**src/rtl/display_scan_pkg.sv**
```systemverilog
// Shared types and helpers for the 4-digit 7-segment scan controller.
package display_scan_pkg;

    localparam int N_DIGITS = 4;

    typedef logic [3:0] nibble_t;
    typedef logic [1:0] digit_idx_t;

    typedef enum logic {GUARD_S, DRIVE_S} scan_state_t;

    localparam logic [3:0] AN_OFF = 4'b1111;

    // Bit k set when digit k and every digit above it are zero; digit 0 is never set.
    function automatic logic [3:0] lz_blank_mask(input logic [15:0] digits);
        logic [3:0] mask;
        logic       zero_above;
        mask       = '0;
        zero_above = 1'b1;
        for (int k = N_DIGITS - 1; k >= 1; k--) begin
            zero_above = zero_above && (digits[4*k +: 4] == 4'd0);
            mask[k]    = zero_above;
        end
        return mask;
    endfunction

endpackage

```
**src/rtl/module_scan_prescaler.sv**
```systemverilog
// Free-running slot prescaler: counts 0..DIV_COUNT-1 and flags the last cycle of each slot.
module module_scan_prescaler #(
    parameter int DIV_COUNT = 10000,
    parameter int CNT_W     = $clog2(DIV_COUNT)
) (
    input  logic             clk,
    input  logic             rst_n,
    output logic [CNT_W-1:0] cnt_nxt_o,
    output logic             slot_end_o
);

    logic [CNT_W-1:0] cnt_q;
    logic [CNT_W-1:0] cnt_d;

    always_comb begin
        slot_end_o = (cnt_q == CNT_W'(DIV_COUNT - 1));
        cnt_d      = slot_end_o ? '0 : cnt_q + CNT_W'(1);
        cnt_nxt_o  = cnt_d;
    end

    always_ff @(posedge clk or negedge rst_n) begin
        if (!rst_n) begin
            cnt_q <= '0;
        end else begin
            cnt_q <= cnt_d;
        end
    end

endmodule

```
**src/rtl/module_display_scan_ctrl.sv**
```systemverilog
// Digit-scan controller: double-buffered digit store, guard-time FSM and registered anode/nibble outputs.
//   state   | meaning
//   GUARD_S | start of slot, all anodes off to avoid ghosting
//   DRIVE_S | selected anode driven (unless leading-zero blanked)
module module_display_scan_ctrl
    import display_scan_pkg::*;
#(
    parameter int DIV_COUNT = 10000,
    parameter int GUARD     = 16
) (
    input  logic       clk,
    input  logic       rst_n,
    input  logic       wr_en,
    input  logic [1:0] wr_addr,
    input  logic [3:0] wr_data,
    input  logic       commit,
    input  logic       blz_i,
    output logic [3:0] an_o,
    output logic [3:0] num_o,
    output logic       busy_o,
    output logic       commit_done,
    output logic       frame_o
);

    localparam int CNT_W = $clog2(DIV_COUNT);
    localparam scan_state_t RST_STATE  = (GUARD > 0) ? GUARD_S : DRIVE_S;
    localparam scan_state_t SLOT_START = (GUARD > 0) ? GUARD_S : DRIVE_S;

    logic [CNT_W-1:0] cnt_nxt;
    logic             slot_end;

    scan_state_t state_q, state_d;
    digit_idx_t  idx_q, idx_d;
    logic [15:0] staging_q, staging_d;
    logic [15:0] active_q, active_d;
    logic        pending_q, pending_d;
    logic [3:0]  an_q, an_d;
    nibble_t     num_q, num_d;
    logic        cd_q, cd_d;
    logic        frame_q, frame_d;

    logic        boundary;
    logic        do_copy;
    logic [3:0]  blank_mask;
    logic        blank;

    module_scan_prescaler #(
        .DIV_COUNT (DIV_COUNT),
        .CNT_W     (CNT_W)
    ) u_prescaler (
        .clk        (clk),
        .rst_n      (rst_n),
        .cnt_nxt_o  (cnt_nxt),
        .slot_end_o (slot_end)
    );

    // Outputs are computed from next-state cnt/idx/active so they line up with the held state.
    always_comb begin
        idx_d    = slot_end ? idx_q + digit_idx_t'(1) : idx_q;
        boundary = slot_end && (idx_q == digit_idx_t'(N_DIGITS - 1));

        staging_d = staging_q;
        if (wr_en) begin
            staging_d[{wr_addr, 2'b00} +: 4] = wr_data;
        end

        do_copy   = boundary && (pending_q || commit);
        active_d  = do_copy ? staging_d : active_q;
        pending_d = do_copy ? 1'b0 : (pending_q || commit);
        cd_d      = do_copy;
        frame_d   = boundary;

        state_d = state_q;
        case (state_q)
            GUARD_S: if (cnt_nxt == CNT_W'(GUARD)) state_d = DRIVE_S;
            DRIVE_S: if (slot_end)                 state_d = SLOT_START;
            default: state_d = RST_STATE;
        endcase

        blank_mask = lz_blank_mask(active_d);
        blank      = blz_i && blank_mask[idx_d];

        an_d = AN_OFF;
        if (state_d == DRIVE_S && !blank) begin
            an_d = ~(4'b0001 << idx_d);
        end
        num_d = active_d[{idx_d, 2'b00} +: 4];
    end

    always_ff @(posedge clk or negedge rst_n) begin
        if (!rst_n) begin
            state_q   <= RST_STATE;
            idx_q     <= '0;
            staging_q <= '0;
            active_q  <= '0;
            pending_q <= 1'b0;
            an_q      <= AN_OFF;
            num_q     <= '0;
            cd_q      <= 1'b0;
            frame_q   <= 1'b0;
        end else begin
            state_q   <= state_d;
            idx_q     <= idx_d;
            staging_q <= staging_d;
            active_q  <= active_d;
            pending_q <= pending_d;
            an_q      <= an_d;
            num_q     <= num_d;
            cd_q      <= cd_d;
            frame_q   <= frame_d;
        end
    end

    assign an_o        = an_q;
    assign num_o       = num_q;
    assign busy_o      = pending_q;
    assign commit_done = cd_q;
    assign frame_o     = frame_q;

endmodule

```
**config.mk**
```make
export PLATFORM = sky130hd
export DESIGN_NAME = module_display_scan_ctrl
export DESIGN_NICKNAME = d
export VERILOG_FILES = /design/src/rtl/display_scan_pkg.sv /design/src/rtl/module_scan_prescaler.sv /design/src/rtl/module_display_scan_ctrl.sv
export SDC_FILE = /design/constraint.sdc
export NUM_CORES = 1
export LEC_CHECK = 0
export CAP_MARGIN = 10
export CORE_MARGIN = 3
export CORE_UTILIZATION = 55
export DETAILED_ROUTE_END_ITERATION = 10
export GPL_TIMING_DRIVEN = 0
export PLACE_DENSITY = 0.77
export SYNTH_ARGS = -nofsm -noshare
export SYNTH_HDL_FRONTEND = slang
export SYNTH_HIERARCHICAL = 1
export SYNTH_SLANG_ARGS = --single-unit
```
**constraint.sdc**
```tcl
create_clock -name clk -period 4 [get_ports clk]
set_input_delay 0.8 -clock clk [delete_from_list [all_inputs] [get_ports clk]]
set_output_delay 0.8 -clock clk [all_outputs]
set_load 0.02 [all_outputs]
```
Yosys cells after proc, flatten, opt, wreduce, memory -nomap -nowiden. Cells that the tools add are included.

Reductions and logical operators: 11. Multiplexer cells: 12. Magnitude comparators: 1. Bitwise operators: 2. $add $sub $neg: 3. Equal/unequal tests: 3. Shifts and indexed selects: 4.

Operators by type and width (count): 16-bit 2-to-1 mux (2); 16-bit bitwise mux (1); 4-bit by 6-bit variable shift with 16-bit output, first input constant (1); 16-bit by 5-bit indexed part select with 4-bit output (1); 4-bit by 6-bit indexed part select with 16-bit output (1); 14-bit by 1-bit adder with 14-bit output, second input constant (1); 14-bit == test, second input constant (1); 14-bit by 5-bit == test with 1-bit output, second input constant (1); 14-bit 2-to-1 mux (1); 4-bit zero test (3); 1-bit logical AND (6); 4-bit negator with 6-bit output (1); 1-bit 2-to-1 mux (4); 4-bit 2-to-1 mux (1); 4-bit NOT (1); 1-bit by 2-bit << shifter with 4-bit output, first input constant (1); 2-bit by 3-bit less-than comparator with 1-bit output, second input constant (1); 2-bit by 1-bit adder with 2-bit output, second input constant (1); 1-bit binary-select mux with 2-bit select (1); 2-bit == test, second input constant (1); 2-bit 2-to-1 mux (1); 1-bit one-hot mux with 2 select lines (1); 1-bit zero test (1); 1-bit logical OR (1); 1-bit NOT (1).

Flip-flop bits (word level): 60.

Longest topological paths before layout. Gate-level depths: netlist of the first run.

Word-level depth: 14. Depth in mapped cells: 10.

Hierarchy. The synthesis of the first run kept the hierarchy.

By module, submodules not included: module_display_scan_ctrl (sequential area each 1156.1 sq um, cells an instance 168, times used 1, area an instance 1980.6 sq um); module_scan_prescaler (sequential area each 350.3 sq um, cells an instance 62, times used 1, area an instance 668.1 sq um).

Least setup slack after synthesis of the first run. OpenSTA, ideal clock, no wires.

Path kind: register to register. Start point: register u_prescaler.cnt_q[11]. End point: register an_q[1], in the netlist an_o[1]. Path slack: 0.777 ns. Cell stages (with the launch flop): 9. Required time: 3.914 ns. Library setup time: 0.086 ns. Data arrival time: 3.137 ns. Path through: dfrtp_1 or4b_4 nor4_1 o211ai_2 inv_2 buf_2 mux2_2 a2111o_1 o31ai_2.

Elaborated cells between the ends (all ways): 24.

RTL lines: from (decl) (line module_scan_prescaler.sv:12) `logic [CNT_W-1:0] cnt_q;`; from (signal assigned) (line module_scan_prescaler.sv:25) `cnt_q <= cnt_d;`; 14-bit == test (line module_scan_prescaler.sv:16) `slot_end_o = (cnt_q == CNT_W'(DIV_COUNT - 1));`; via slot_end (line module_display_scan_ctrl.sv:30) `logic slot_end;`; 1-bit logical AND (line module_display_scan_ctrl.sv:60) `boundary = slot_end && (idx_q == digit_idx_t'(N_DIGITS - 1));`; 1-bit logical AND (line module_display_scan_ctrl.sv:67) `do_copy = boundary && (pending_q || commit);`; via cd_d (line module_display_scan_ctrl.sv:39) `logic cd_q, cd_d;`; 16-bit 2-to-1 mux (line module_display_scan_ctrl.sv:68) `active_d = do_copy ? staging_d : active_q;`; via active_d[4] (line module_display_scan_ctrl.sv:35) `logic [15:0] active_q, active_d;`; 4-bit zero test (line display_scan_pkg.sv:20) `zero_above = zero_above && (digits[4*k +: 4] == 4'd0);`; 1-bit logical AND (line display_scan_pkg.sv:20); 1-bit binary-select mux with 2-bit select (line module_display_scan_ctrl.sv:81) `blank = blz_i && blank_mask[idx_d];`; 1-bit 2-to-1 mux (not written as such) (line module_display_scan_ctrl.sv:81); 1-bit logical AND (line module_display_scan_ctrl.sv:81); 1-bit zero test (line module_display_scan_ctrl.sv:84) `if (state_d == DRIVE_S && !blank) begin`; 1-bit logical AND (line module_display_scan_ctrl.sv:84); 4-bit 2-to-1 mux (line module_display_scan_ctrl.sv:84); via an_d[1] (line module_display_scan_ctrl.sv:37) `logic [3:0] an_q, an_d;`; to (signal assigned) (line module_display_scan_ctrl.sv:107) `an_q <= an_d;`; to (decl) (line module_display_scan_ctrl.sv:37).

The timed path passes the listed nets, and every way through them passes these cells. The select of a mux whose other input is x is not followed.

Worst setup path after layout of the first run.
Start point: register u_prescaler.cnt_q[0]. End point: register an_q[1], in the netlist an_o[1].

Same word-level chain as after synthesis.

==> results of run 1 <==
[synth_stat cells (3+ instances only)]
cell | number | area (sq um)
dfstp_2 | 4 | 105
a41o_1 | 3 | 30.0
a32oi_1 | 11 | 96.3
inv_1 | 14 | 52.6
nand3_1 | 6 | 30.0
a32o_1 | 4 | 40.0
o21ai_0 | 6 | 30.0
nor2b_1 | 3 | 18.8
a21oi_1 | 10 | 50.1
xor2_1 | 7 | 61.3
clkbuf_1 | 4 | 15.0
nand2_1 | 22 | 82.6
a21boi_0 | 5 | 37.5
nor3_1 | 4 | 20.0
dfrtp_1 | 56 | 1400
nand4_1 | 5 | 31.3
mux2_2 | 7 | 78.8
ha_1 | 8 | 100
xnor2_1 | 4 | 35.0
nor2_1 | 18 | 67.6
nor4_1 | 4 | 25.0
[area by class of cell]
cell class / count / area [sq um]
Tap cell: 52 / 65.1
Buffer: 6 / 31.3
Fill cell: 325 / 1370
Clock buffer: 15 / 186
Clock inverter: 1 / 5.00
Sequential cell: 60 / 1510
Timing Repair Buffer: 22 / 225
Multi-Input combinational cell: 149 / 1060
Inverter: 15 / 56.3
[worst max path at each step]
| stage | startpoint | endpoint | slack (ns) | depth (start not counted) |
|---|---|---|---|---|
| finish | u_prescaler/cnt_q[0]$_DFF_PN0_ | an_o[1]$_DFF_PN1_ | 0.48 | 9 |
| global route | u_prescaler/cnt_q[0]$_DFF_PN0_ | an_o[1]$_DFF_PN1_ | 0.19 | 9 |
| CTS | u_prescaler/cnt_q[7]$_DFF_PN0_ | an_o[1]$_DFF_PN1_ | 0.09 | 8 |
| detailed placement | u_prescaler/cnt_q[7]$_DFF_PN0_ | an_o[1]$_DFF_PN1_ | 0.16 | 8 |
| global placement | u_prescaler/cnt_q[11]$_DFF_PN0_ | an_o[1]$_DFF_PN1_ | 0.19 | 8 |
| floorplan | u_prescaler/cnt_q[11]$_DFF_PN0_ | an_o[1]$_DFF_PN1_ | 0.78 | 8 |
[sequential cells by signal, indices dropped and copies added (netlist names)]
name / cells
active_q: 16
state_q: 1
frame_o: 1
an_o: 4
commit_done: 1
num_o: 4
idx_q: 2
staging_q: 16
u_prescaler/cnt_q: 14
busy_o: 1
[worst max-delay path, stage by stage (launching register included)]
cell and delay (ns):
dfrtp_1 0.41, ha_1 0.21, nand3_1 0.27, nor4_2 0.68
o211ai_2 0.34, inv_2 0.25, buf_2 0.25, mux2_2 0.40
a2111o_1 0.41, o31ai_2 0.20
[cells by family after synthesis]
family	share of synthesized area (%)
AND/OR/NAND/NOR	14.8
buffers and inverters	3.31
XOR/XNOR	3.64
multiplexers	3.92
AO/OA/AOI/OAI	13.7
flip-flops	56.9
adder cells (fa/ha/maj)	3.78
[per-layer routing]
layer / vias up / track usage (%)
met3: 9 / 5.80
met4: 0 / 6.99
met1: 912 / 32.5
li1: 904 / -
met5: - / 0
met2: 55 / 31.4
[power groups by stage]
| stage | registers [mW] | clock network, mW | logic (mW) |
|---|---|---|---|
| 5_1_grt | 0.621 | 0.544 | 0.0712 |
| 6_report | 0.621 | 0.507 | 0.0642 |
| 3_3_place_gp | 0.631 | 0 | 0.0601 |
| 4_1_cts | 0.621 | 0.519 | 0.0647 |
| 2_1_floorplan | 0.631 | 0 | 0.0282 |
| 3_5_place_dp | 0.632 | 0 | 0.0638 |
[timing repair]
item,4_1_cts,5_1_grt
endpoints found under the hold margin,0,0
endpoints found under the setup margin,0,3
resized for setup,0,1
==> reports/results.ini, run 1 <==
[pwr]
ir_worst_vdd_v = 0.000230
power.net_switching_mw = 0.256
power.switching_fraction_pct = 21.5
clock_power_share_pct = 42.5
power_per_cell_area_nw_per_um2 = 380
seq_power_share_pct = 52.1
p_total_mw = 1.19
internal_power_mw = 0.936
p_comb_share_pct = 5.4
power.static_leakage_nw = 1.54

[global_route]
globalRouteTotalUtil_pct = 21.8
grt_first_pass_wirelength_microns = 9160
grt_antenna_before_repair = 0
via_count_of_the_first_global_routing_pass = 1894
overflow = 0
grt_start_max_net_pins = 40

[synthesis]
yosysSeqAreaShare_pct = 56.9
synth_area_per_cell_sq_um = 11.5
post_synth_inst_count = 230
netlist_area_sq_um = 2650
synth-edff-count = 0
ys.flop_type = dfrtp_1
async_flop_share_pct = 100
postSynthNetCount = 249
yosysWarningCount = 6
synth.distinct_cells = 45
synth_seq_cells = 60

[placement]
globalplace.congestion = 0.840
place.port_buffers = 21
hpwl_microns = 3830
dp_cells = 304
place_ws_ns = 0.157
dpl-instance-area_sq_um = 2940

[timing]
layout_setup_ws_ns = 0.482
report.final.hold_viol_count = 0
drv_slew = 0
unrepaired_setup_endpoints_after_global_routing = no
clock_tree_skew_after_final_layout_ns = 0.00800
post-route-period-util_pct = 87.9
finalSetupViolations = 0
fmaxAchievable_mhz = 284
finalHoldWorstSlack_ns = 0.428
finalWorstPathRequiredPeriod_ns = 3.52
worst_slew_margin_rel_pct = 56.1
setup-tns-final_ns = 0
worst-slew-pin-transition_ns = 0.654

[floorplan]
dieHeight_microns = 75.4
core-area_sq_um = 4500
die-width_microns = 75.4
floorplan.rows = 24
floorplan.initialDensity_pct = 58.8
fp.dieArea_sq_um = 5680
top_level_ports = 22

[final_layout]
ratio_of_cells_with_drive_above_1_in_the_final_layout_pct = 14.6
flow.area_growth_from_synthesis_pct = 18.4
net_count_of_the_finished_layout = 282
final_cell_mix = 56 x dfrtp_1, 22 x nand2_1, 20 x clkdlybuf4s50_1
finish.instance_area_sq_um = 3140
mostFrequentLayoutCell = dfrtp_1
final_cells = 320
finalCoreUtilization_pct = 69.6
insertedDiodeCount = 0

[route]
number_of_nets_still_failing_antenna_checks_after_routing = 0
drt_first_iter_violations = 115
wire_per_inst_microns = 17.1
top_signal_layer_used = met4
drt_pass1_iterations = 4
wl_met2_microns = 2380
routed_wirelength_microns = 5460
remaining_drc_errors = 0
route.met3.wl_microns = 234
vias = 1880
routedLengthMet1_microns = 2780
via_per_inst = 5.88

[worst_hold_path]
worst_hold_path_type = input pin to async pin

[clocking]
clock-sinks = 60
cts_max_path_buffers = 2
worst_skew_pair.late_latency_ns = 0.33
ctsHtreeMaxLevel = 3
numCtsBuffers = 9
cts_setup_buffers = 0
clk_transition_reported_paths_ns = 0.07
cts-hold-fix-buffers = 0
cts_tree = yes
clock_tree.root_cell = clkbuf_8

[worst_setup_path]
reg2reg_to = an_o[1]$_DFF_PN1_
timing.critical_path.arrival_ns = 3.76
cp-start-kind = flop
critical_path_required_ns = 4.24
worstSetupPathType = flop to flop
critPathCaptureType = flop
worst_r2r_startpoint = u_prescaler/cnt_q[0]$_DFF_PN0_
r2r_cells = 9
reg_to_reg_setup_timing_slack_ns = 0.48
path_max_fanout = 10

[outcome]
run_status = finished clean

[job]
max_cap_violations = 0

No activity file was read; power rests on OpenSTA's default activity.
==> run 2: changes to the inputs <==
Settings changed: PLACE_DENSITY 0.77 to 0.85.
==> run 2 against run 1 <==
Against the previous run:
- total power rose by 6.3%
- clock power rose by 15%
- combinational power is 1% higher
- design area increased by 0.96%
- global-route usage increased by 1.4 points
- wire length up 4.8%
- critical path type unchanged
==> reports/results.ini, run 2 (synthesis results as in run 1) <==
[global_route]
globalRouteTotalUtil_pct = 23.3  ; +1.4 points
grt_start_max_net_pins = 35  ; -13%
grt_antenna_before_repair = 0  ; unchanged
grt_first_pass_wirelength_microns = 9690  ; +5.8%
overflow = 0  ; unchanged
via_count_of_the_first_global_routing_pass = 1985  ; +4.8%

[worst_setup_path]
cp-start-kind = flop
path_max_fanout = 10  ; unchanged
crit_path_max_incr_delay_ns = 0.65  ; -0.03 ns
critical_path_required_ns = 4.24  ; about the same
critPathCaptureType = flop
timing.critical_path.arrival_ns = 3.75  ; about the same
worst_path_max_delay_cell = nor4_2
worstSetupPathType = flop to flop
crit_path_cell_trace = ha_1 > nand3_1 > nor4_2 > o211ai_2 > inv_2 > buf_2 > mux2_2 > a2111o_1 > o31ai_2
reg_to_reg_setup_timing_slack_ns = 0.49  ; about the same
cp.depth = 9  ; unchanged
r2r_cells = 9  ; unchanged
worstPathBufferInverterCount = 2  ; unchanged
timing.critical_path.max_delay_family = compound AO/OA/AOI/OAI gates

[route]
vias = 1933  ; +2.8%
routed_wirelength_microns = 5720  ; +4.8%
number_of_nets_still_failing_antenna_checks_after_routing = 0  ; unchanged
remaining_drc_errors = 0  ; unchanged
wire_per_inst_microns = 17.9  ; +4.8%
drt_first_iter_violations = 180  ; +57%
via_per_inst = 6.04  ; +2.8%
drt_pass1_iterations = 4  ; unchanged

[placement]
hpwl_microns = 3970  ; +3.6%
dpl-instance-area_sq_um = 2940  ; unchanged
globalplace.congestion = 0.792  ; -5.8%
place.port_buffers = 21  ; unchanged

[floorplan]
floorplan.initialDensity_pct = 58.8  ; unchanged
floorplan.rows = 24  ; unchanged
top_level_ports = 22  ; unchanged
fp.dieArea_sq_um = 5680  ; unchanged
dieHeight_microns = 75.4  ; unchanged
core-area_sq_um = 4500  ; unchanged
die-width_microns = 75.4  ; unchanged

[pwr]
clock_power_share_pct = 45.9  ; +3.4 points
power_per_cell_area_nw_per_um2 = 400  ; +5.3%
p_comb_share_pct = 5.1  ; -0.3 points
internal_power_mw = 0.998  ; +6.6%
power.static_leakage_nw = 1.55  ; +0.78%
power.net_switching_mw = 0.269  ; +5.1%
ir_worst_vdd_v = 0.000278  ; +21%
seq_power_share_pct = 49.0  ; -3.1 points
power.switching_fraction_pct = 21.2  ; -0.24 points

[final_layout]
final.fill_count = 316  ; -2.8%
final_cell_mix = 56 x dfrtp_1, 22 x nand2_1, 20 x clkdlybuf4s50_1
largestRegisters = active_q (16), staging_q (16), u_prescaler/cnt_q (14)
finish.instance_area_sq_um = 3170  ; +0.96%
insertedDiodeCount = 0  ; unchanged
flow.area_growth_from_synthesis_pct = 19.6
net_count_of_the_finished_layout = 282  ; unchanged
ratio_of_cells_with_drive_above_1_in_the_final_layout_pct = 15.3  ; +0.75 points
mostFrequentLayoutCell = dfrtp_1

[clocking]
cts_tree = yes
ctsHtreeMaxLevel = 3  ; unchanged
clock_tree.root_cell = clkbuf_8
clk_transition_reported_paths_ns = 0.07  ; about the same
cts-hold-fix-buffers = 0  ; unchanged
worst_skew_pair.late_latency_ns = 0.33  ; about the same
numCtsBuffers = 9  ; unchanged
clock-sinks = 60  ; unchanged
cts_max_path_buffers = 2  ; unchanged
cts_setup_buffers = 0  ; unchanged

[timing]
fmaxAchievable_mhz = 285  ; +0.22%
unrepaired_setup_endpoints_after_global_routing = no
finalWorstPathRequiredPeriod_ns = 3.51  ; -0.00769 ns
post-route-period-util_pct = 87.8  ; -0.19 points
report.final.hold_viol_count = 0  ; unchanged
drv_slew = 0  ; unchanged
setup-tns-final_ns = 0  ; unchanged
worst-slew-pin-transition_ns = 0.732  ; +0.0781 ns
finalSetupViolations = 0  ; unchanged
worst_slew_margin_rel_pct = 51.2  ; -4.8 points
clock_tree_skew_after_final_layout_ns = 0.0102  ; +0.00223 ns

[outcome]
run_status = finished clean

[worst_hold_path]
worst_hold_path_type = flop to flop
worst_hold_path.num_cells = 2

[job]
max_cap_violations = 0  ; unchanged

run 2: changes by cell type in the layout (fill, tap and decap cells not counted):
cell,previous run,this run
bufinv_16,0,1
clkinvlp_4,0,1
clkbuf_1,6,4
run 2: worst min-delay path: stages (launching register included):
cell and delay (ns):
dfrtp_1 0.33, a32oi_1 0.08, inv_1 0.06
run 2: final timing paths:
kind	from	end
min in group asynchronous	rst_n	u_prescaler/cnt_q[3]$_DFF_PN0_
worst min register to register	staging_q[0]$_DFF_PN0_	staging_q[0]$_DFF_PN0_
worst max-delay path	u_prescaler/cnt_q[0]$_DFF_PN0_	an_o[1]$_DFF_PN1_
worst min-delay path	staging_q[0]$_DFF_PN0_	staging_q[0]$_DFF_PN0_
worst max register to register	u_prescaler/cnt_q[0]$_DFF_PN0_	an_o[1]$_DFF_PN1_
max in group asynchronous	rst_n	active_q[7]$_DFF_PN0_
run 2: per-stage QoR:
step | hold slack (ns) | power, mW | utilization, % | instances | setup slack, ns
after floorplan | 0.433 | 0.659 | - | 230 | 0.777
after global routing | 0.519 | 1.32 | 70.3 | 320 | 0.230
after CTS | 0.497 | 1.28 | 70.2 | 320 | 0.194
final | 0.497 | 1.27 | 70.3 | 320 | 0.490
after detailed placement | 0.483 | 0.696 | 65.3 | 304 | 0.257
after global placement | 0.454 | 0.691 | 64.9 | 303 | 0.280
run 2: layout make-up:
| cell class | instances | area [sq um] | share of cell area, % |
|---|---|---|---|
| timing repair buffer | 22 | 225 | 7.11 |
| clock buffer | 13 | 179 | 5.65 |
| sequential | 60 | 1510 | 47.6 |
| buffer | 6 | 31.3 | 0.988 |
| tap | 52 | 65.1 | 2.05 |
| inverter | 15 | 56.3 | 1.78 |
| clock inverter | 3 | 42.5 | 1.34 |
| multi-input combinational | 149 | 1060 | 33.5 |
run 2: per-layer routing:
layer  global-route usage, %  routed length [microns]  part of all wire, %  vias to the layer above
met4                    8.16                       77                  1.3                        0
met2                    34.5                     2660                   46                       64
met3                    6.60                      286                  5.0                        9
met5                       0                        0                    0                        -
met1                    33.1                     2700                   47                      956
li1                        -                        -                    -                      904
run 2: power groups by stage:
stage / clock network, mW / logic, mW / registers, mW
after CTS: 0.589 / 0.0655 / 0.621
after floorplan: 0 / 0.0282 / 0.631
after global routing: 0.627 / 0.0727 / 0.621
after detailed placement: 0 / 0.0645 / 0.632
after global placement: 0 / 0.0597 / 0.631
final: 0.581 / 0.0650 / 0.621
run 2: timing repair:
item,CTS,global route
hold endpoints to repair,0,0
endpoints found under the setup margin,0,2
resized for setup,0,1
==> run 3: changes to the inputs <==
Settings changed: ABC_AREA from default to 1.
==> run 3 against run 2 <==
Against the previous run:
- register-to-register slack better by 0.88 ns
- design area up 8.9%
- synthesized cell count up 51%
- count of clock-buffer cells in the layout unchanged
- sequential power about the same
- synthesized area up 11%
- flip-flop and latch count unchanged
- critical path depth up 5
- hold slack worse by 0.091 ns
- setup slack better by 0.60 ns
- critical endpoint unchanged
==> reports/results.ini, run 3 <==
[synthesis]
netlist_area_sq_um = 2950  ; +11%
synth.distinct_cells = 31  ; -31%
ys.flop_type = dfrtp_1
yosys.area.top_type_share_pct = 47.5  ; -5.4 points
post_synth_inst_count = 348  ; +51%
synth.area.top_cells = dfrtp_1 47%, nand2_1 13%, inv_1 6.4%
synth_area_per_cell_sq_um = 8.48  ; -26%
synth-edff-count = 0  ; unchanged
synth_top_area_cell = dfrtp_1
async_flop_share_pct = 100  ; unchanged
yosysWarningCount = 6  ; unchanged
postSynthNetCount = 367  ; +47%
synth_seq_cells = 60  ; unchanged
yosysSeqAreaShare_pct = 51.0  ; -5.8 points
synth.top_cells.by_count = 102 x nand2_1, 56 x dfrtp_1, 50 x inv_1
synthMostInstantiatedCell = nand2_1

[route]
drt_pass1_iterations = 5  ; +1
vias = 2361  ; +22%
via_per_inst = 5.19  ; -14%
drt_first_iter_violations = 159  ; -12%
routed_wirelength_microns = 6120  ; +7.0%
remaining_drc_errors = 0  ; unchanged
number_of_nets_still_failing_antenna_checks_after_routing = 0  ; unchanged
wire_per_inst_microns = 13.5  ; -25%

[clocking]
cts_setup_buffers = 0  ; unchanged
clock-sinks = 60  ; unchanged
clock_tree.root_cell = clkbuf_8
cts_tree = yes
worst_skew_pair.late_latency_ns = 0.33  ; about the same
ctsResizeCount = 0  ; unchanged
ctsHtreeMaxLevel = 3  ; unchanged
numCtsBuffers = 9  ; unchanged
clk_transition_reported_paths_ns = 0.06  ; about the same
cts_max_path_buffers = 2  ; unchanged
cts-hold-fix-buffers = 0  ; unchanged

[final_layout]
ratio_of_cells_with_drive_above_1_in_the_final_layout_pct = 14.0  ; -1.3 points
finish.instance_area_sq_um = 3450  ; +8.9%
insertedDiodeCount = 0  ; unchanged
finalCoreUtilization_pct = 67.1  ; -3.2 points
largestRegisters = active_q (16), staging_q (16), u_prescaler/cnt_q (14)
flow.area_growth_from_synthesis_pct = 16.8
net_count_of_the_finished_layout = 400  ; +42%
final_cells = 455  ; +42%
final_cell_mix = 102 x nand2_1, 56 x dfrtp_1, 50 x inv_1
mostFrequentLayoutCell = nand2_1

[global_route]
grt_start_max_net_pins = 43  ; +23%
globalRouteMet1Util_pct = 28.7  ; -4.5 points
overflow = 0  ; unchanged
grt_first_pass_wirelength_microns = 10400  ; +7.0%
grt_antenna_before_repair = 0  ; unchanged
globalRouteTotalUtil_pct = 21.6  ; -1.7 points
met3_usage_pct = 3.85  ; -2.7 points
grt_util_met2_pct = 34.5  ; about the same
gr-max-usage-layer = met2
via_count_of_the_first_global_routing_pass = 2318  ; +17%

[placement]
dp_cells = 440  ; +45%
place.port_buffers = 21  ; unchanged
hpwl_microns = 4630  ; +17%
globalplace.congestion = 0.920  ; +16%
place_ws_ns = 0.766  ; +0.509 ns
dpl-instance-area_sq_um = 3260  ; +11%

[pwr]
power.static_leakage_nw = 1.84  ; +19%
ir_worst_vdd_v = 0.000290  ; +4.3%
power_per_cell_area_nw_per_um2 = 349  ; -13%
p_total_mw = 1.20  ; -5.1%

[timing]
worst_slew_margin_rel_pct = 69.0  ; +18 points
finalWorstPathRequiredPeriod_ns = 2.91  ; -0.598 ns
setup-tns-final_ns = 0  ; unchanged
worst-slew-pin-transition_ns = 0.461  ; -0.271 ns
fmaxAchievable_mhz = 343  ; +21%
report.final.hold_viol_count = 0  ; unchanged
finalHoldWorstSlack_ns = 0.406  ; -0.0911 ns
drv_slew = 0  ; unchanged
finalSetupViolations = 0  ; unchanged
clock_tree_skew_after_final_layout_ns = 0.00796  ; -0.00227 ns
post-route-period-util_pct = 72.8  ; -15 points
layout_setup_ws_ns = 1.09  ; +0.598 ns
unrepaired_setup_endpoints_after_global_routing = no

[worst_setup_path]
worstSetupPathType = input pin to flop
timing.critical_path.arrival_ns = 3.14  ; -0.61 ns
critPathLaunch = wr_addr[0]
cp-start-kind = input pin
worst_r2r_startpoint = u_prescaler/cnt_q[0]$_DFF_PN0_
critical_path_required_ns = 4.23  ; about the same
path_max_fanout = 8  ; -2
critPathCaptureType = flop

[floorplan]
core-area_sq_um = 5140  ; +14%
dieHeight_microns = 79.3  ; +5.1%
fp.dieArea_sq_um = 6280  ; +11%
floorplan.rows = 26  ; +8.3%
die-width_microns = 79.3  ; +5.1%
top_level_ports = 22  ; unchanged
floorplan.initialDensity_pct = 57.4  ; -1.4 points

[outcome]
run_status = finished clean

[worst_hold_path]
worst_hold_path_type = input pin to async pin

[job]
max_cap_violations = 0  ; unchanged

==> run 3: layout make-up <==
type,count,area [sq um]
multi-input combinational,235,1230
clock buffer,13,149
clock inverter,2,35.0
fill,446,1690
buffer,2,22.5
timing repair buffer,22,225
tap,70,87.6
inverter,51,191
sequential,60,1510
==> run 3: path summary, 6_finish.rpt <==
path | slack, ns | depth (start not counted) | endpoint
worst max-delay path | 1.09 | 14 | an_o[1]$_DFF_PN1_
worst min-delay path | 0.41 | 1 | u_prescaler/cnt_q[8]$_DFF_PN0_
worst max register to register | 1.37 | 16 | an_o[1]$_DFF_PN1_
worst min register to register | 0.48 | 2 | staging_q[15]$_DFF_PN0_
max in group asynchronous | 3.05 | 2 | num_o[0]$_DFF_PN0_
min in group clk | 0.48 | 2 | staging_q[15]$_DFF_PN0_
==> run 3: per-layer routing <==
layer,up-vias,share of wire [%]
met1,1133,47
met2,56,47
li1,1160,-
met5,-,0
met3,12,3.5
met4,0,2.3
==> run 3: cell families after synthesis <==
family | synth area share (%)
AOI/OAI and AO/OA | 4.83
xor gates and xnor gates | 2.37
adders and majority gates | 3.39
buffers and inverters | 7.25
DFF | 51.0
muxes | 0.339
and+or+nand+nor | 30.8
==> run 3: worst max-delay path, stage by stage <==
cell	delay, ns
clkdlybuf4s50_1	0.60
inv_1	0.18
ha_1	0.33
inv_1	0.05
nor2_1	0.36
nand3_1	0.17
nand3_1	0.11
nand2_1	0.07
nand2_1	0.07
inv_1	0.04
nand3_1	0.09
nand2_1	0.08
nand3_2	0.09
nand3_1	0.10
==> run 3: power breakdown <==
part / leakage [nW] / internal [mW] / total, mW / switching, mW
sequential: 0.785 / 0.620 / 0.624 / 0.00333
clock: 0.0935 / 0.301 / 0.516 / 0.215
combinational: 0.963 / 0.0218 / 0.0624 / 0.0406
